File: src/rtl/err_pkg.sv
// Shared types and defaults for the bit-error checker.
// Imported by the FIFO and the top level.
package err_pkg;

  typedef enum logic [1:0] {
    IDLE    = 2'd0,
    MEASURE = 2'd1,
    DONE    = 2'd2
  } state_e;

  localparam int CNT_W_DEF = 24;
  localparam int WIN_W_DEF = 16;

endpackage

File: src/rtl/bit_fifo.sv
// 1-bit synchronous FIFO, show-ahead head output.
// A push while full is accepted only together with a pop.
module bit_fifo
  import err_pkg::*;
#(
  parameter int DEPTH = 1024
) (
  input  logic clk,
  input  logic reset_n,
  input  logic push_i,
  input  logic pop_i,
  input  logic din_i,
  output logic head_o,
  output logic full_o,
  output logic empty_o
);

  localparam int AW = $clog2(DEPTH);

  logic [AW:0] wr_q, rd_q;
  logic        mem_q [DEPTH];
  logic        do_pop, do_push;

  assign empty_o = (wr_q == rd_q);
  assign full_o  = (wr_q[AW] != rd_q[AW]) &&
                   (wr_q[AW-1:0] == rd_q[AW-1:0]);
  assign do_pop  = pop_i && !empty_o;
  assign do_push = push_i && (!full_o || do_pop);
  assign head_o  = mem_q[rd_q[AW-1:0]];

  // Storage write; contents need no reset.
  always_ff @(posedge clk) begin
    if (do_push) mem_q[wr_q[AW-1:0]] <= din_i;
  end

  // Pointer update; extra MSB separates full from empty.
  always_ff @(posedge clk) begin
    if (!reset_n) begin
      wr_q <= '0;
      rd_q <= '0;
    end else begin
      if (do_push) wr_q <= wr_q + 1'b1;
      if (do_pop)  rd_q <= rd_q + 1'b1;
    end
  end

endmodule

File: config.mk
export PLATFORM = sky130hd
export DESIGN_NAME = bit_fifo
export DESIGN_NICKNAME = d
export VERILOG_FILES = /design/src/rtl/err_pkg.sv /design/src/rtl/bit_fifo.sv
export SDC_FILE = /design/constraint.sdc
export NUM_CORES = 1
export LEC_CHECK = 0
export CAP_MARGIN = 30
export CELL_PAD_IN_SITES_DETAIL_PLACEMENT = 0
export CELL_PAD_IN_SITES_GLOBAL_PLACEMENT = 1
export CORE_MARGIN = 2
export CORE_UTILIZATION = 35
export CTS_CLUSTER_SIZE = 12
export DETAILED_ROUTE_END_ITERATION = 8
export PLACE_DENSITY = 0.61
export SLEW_MARGIN = 20
export SYNTH_ARGS = -nofsm -noshare
export SYNTH_HDL_FRONTEND = slang
export SYNTH_SLANG_ARGS = --single-unit
File: constraint.sdc
create_clock -name clk -period 4.6 [get_ports clk]
set_input_delay 1.15 -clock clk [delete_from_list [all_inputs] [get_ports clk]]
set_output_delay 1.15 -clock clk [all_outputs]
set_load 0.1 [all_outputs]
==> reports/metrics.cfg <==
[status]
outcome=finished, violations left
violations=negative setup slack

[grt]
met3_usage_pct=2.22
grt_pass1_vias=27600
antenna_found_initial=4
grt_use_met1_pct=28.6
grt_max_degree=182
top_usage_layer=met2
grtUsageMet2_pct=33.3
overflow=0
gr-usage-all-layers_pct=20.2
grt_pass1_wl_mm=198

[worst_setup_path]
crit_path_max_fanout=7
cp_slowest_cell=mux4_2
start_kind=flip-flop
critical-path-top-delay-family=simple AND/OR/NAND/NOR gates
cp-end-kind=output pin
path_cells=buf_12 > buf_16 > buf_12 > mux4_2 > nand2_2 > a21oi_2 > or3_4 > nor4_4 > buf_4 > a211oi_4 > nor4_4 > o2111ai_4 > buf_12
cpPeakStageDelay_ps=500
worstRegToRegCells=8
reg2reg_slack_ps=950
reg2reg_to=mem_q[872]
crit_path_frequent_cell=buf_12
critPathBufInv=5
crit_arrival_ps=3950
criticalPathCategory=flip-flop to output pin
worstReg2RegStart=wr_q[9]
critPathRequiredTime_ps=3450

[power_and_ir_drop]
clkPwrFrac_pct=39.8
power.density_nw_per_um2=413
comb_power_share_pct=11.9
internal_power_mw=16.9
p_sw_mw=5.03
p_leak_nw=15.7
p_seq_share_pct=48.2
swShare_pct=23.0
ir_drop_v=0.000304

[sta]
min_period_over_period_pct=111
fin_crit_ps=5100
finalClockSkew_ps=17.6
finalSetupViolCount=1
hold_viol_final=0
rsz0062_at_grt=yes
setup_ws_ps=-496
clock.fmax_mhz=196
relSlewSlack_pct=38.0
tightest_slew_ps=929
finalMaxSlewViolations=0

[finish]
final_cells=5108
stdcell_area_um2=53000
diodes=0
nets=3286
fillCellCount=12015
syn2layout_area_growth_pct=15.8
drive_gt1_share_pct=20.4

[detailed_routing]
vias=27681
dr.pass1.iters=5
drc=0
wl_per_cell_um=26.9
finalWirelength_mm=138
initialDrtViolationCount=3167
route.antenna.remaining_nets=0
vias_per_cell=5.42

[logic_synthesis]
async_reset_ff_share_pct=0
synth_area_um2=45800
synth_nets=3232
seq_area_frac_synth_pct=68.5
ys.flop_type=edfxtp_1
synth-seq-cells=1056
yosysWarnings=0
synthCells=3222
synth_edf_count=1024
synth_area_per_cell_um2=14.2
yosysUniqueCellTypes=62

[die]
core.rowCount=132
start_util_pct=35.3
die_y_um=366
die-area_um2=134000
io_pins=8
die_w_um=366
coreArea_um2=130000

[clocking]
clk_pin_slew_ps=60
clockRootBuffer=clkbuf_16
htree_levels=3
cts_made_buffers=111
cts_tree=done
cts.sinks=1056
clock_path_buffers=3
clock_latency_ps=700

[min_path]
whs_path_depth=2
hold_path_startpoint=rd_q[1]
hold_path_class=flip-flop to flip-flop

[place]
dpl.cell_count=4865
dpl_cell_area_um2=48800
io_buffers=7
place_congestion=0.767
hpwlAfterDp_mm=75.2

[job]
drv_cap=0

-- worst register-to-register path, delay by kind of cell, from the launching register on --
kind / cells / cell delay [ps]
and+or+nand+nor: 5 / 1660
buffers and inverters: 1 / 700
AOI/OAI and AO/OA: 1 / 330
DFF: 1 / 550
xor gates and xnor gates: 1 / 120
-- cells in the mapped netlist (5+ instances only) --
library cell,number,share of area (%)
nand2b_1,5,0.068
a21boi_0,5,0.082
and3_1,6,0.082
clkbuf_1,237,1.9
a211oi_1,12,0.20
mux2i_1,113,2.5
or3_1,7,0.096
nand4_1,10,0.14
nor3_1,23,0.25
xor2_1,17,0.32
nor3b_1,9,0.15
a22oi_1,15,0.25
buf_4,12,0.20
mux4_1,14,0.80
mux2_2,5,0.12
nor4_1,7,0.096
and2_1,25,0.34
a21oi_1,38,0.42
buf_1,6,0.049
edfxtp_1,1024,67
buf_6,23,0.57
xnor2_1,10,0.19
nand3_1,8,0.087
mux4_2,201,9.9
inv_1,5,0.041
buf_2,21,0.23
nand2_1,118,0.97
o22ai_1,30,0.41
o21ai_0,19,0.21
nor2_1,1049,8.6
dfxtp_1,32,1.4
o221ai_1,48,0.92
nor2b_1,13,0.18
ha_1,5,0.14
-- layout by cell type, fill, tap and decap left out, drive strengths merged, types with 32 or more instances in the layout --
cell type  Yosys  layout
edfxtp      1024    1024
o221ai        48      48
buf           68     239
nor2        1049    1049
mux4         215     215
clkinv         2      43
dfxtp         32      32
mux2i        113     113
a21oi         38      38
nand2        118     118
clkbuf       237     152
-- metal layers --
metal  vias up  share of wire (%)
met4         2                2.0
li1      11927                  -
met2       941                 48
met3       165                6.3
met1     14646                 43
met5         -             0.0095
-- logic make-up after synthesis --
group                      after synthesis  share of synthesized area [%]
AOI/OAI and AO/OA                      196                           3.03
xor gates and xnor gates                27                          0.516
adders and majority gates                5                          0.137
buffers and inverters                  313                           3.27
DFF                                   1056                           68.5
muxes                                  333                           13.3
and+or+nand+nor                       1292                           11.3
-- area by class of cell --
type | count | area (µm²) | share of cell area (%)
well taps | 1742 | 2180 | 4.11
clock buffers | 152 | 3040 | 5.74
flip-flops and latches | 1056 | 31400 | 59.2
inverters | 8 | 30.0 | 0.0566
clock inverters | 51 | 440 | 0.830
multi-input cells | 1853 | 13200 | 24.9
repair buffers | 246 | 2720 | 5.12
-- power by group through the flow --
stage | Sequential [mW] | Clock (mW) | Combinational (mW)
final | 10.6 | 8.73 | 2.61
after global routing | 10.6 | 9.25 | 2.77
after CTS | 10.6 | 8.89 | 2.56
after detailed placement | 10.8 | 0 | 2.28
after global placement | 10.8 | 0 | 2.28
after floorplan | 10.8 | 0 | 1.64
-- metrics by stage --
step           setup slack, ps  TNS (ps)  hold WS [ps]  util (%)  power, mW
6_report                  -496      -496           597      40.9       21.9
5_1_grt                   -628      -628           640      40.9       22.6
4_1_cts                   -470      -470           607      40.8       22.0
3_5_place_dp              -216      -216           588      37.6       13.1
3_3_place_gp              -157      -157           590      37.5       13.1
2_1_floorplan              470         0           508         -       12.4
-- flip-flops by register name, summed over array words and instances (netlist names), named ones only --
name and cells:
mem_q 1024, wr_q 11, rd_q 11
-- worst max path at each step --
| stage | startpoint | end | slack (ps) | cells past startpoint |
|---|---|---|---|---|
| 4_1_cts | flip-flop | head_o | -470 | 11 |
| 3_3_place_gp | flip-flop | head_o | -160 | 11 |
| 5_1_grt | flip-flop | head_o | -630 | 13 |
| 2_1_floorplan | flip-flop | head_o | 470 | 10 |
| 6_report | flip-flop | head_o | -500 | 13 |
| 3_5_place_dp | flip-flop | head_o | -220 | 12 |
-- timing repair --
action,CTS,global route
gates cloned,6,0
setup buffers,21,14
gates resized for setup,48,26
endpoints found under the setup margin,1,1
hold buffers,0,0
pin swaps,13,15
(Power assumes the default switching activity.)
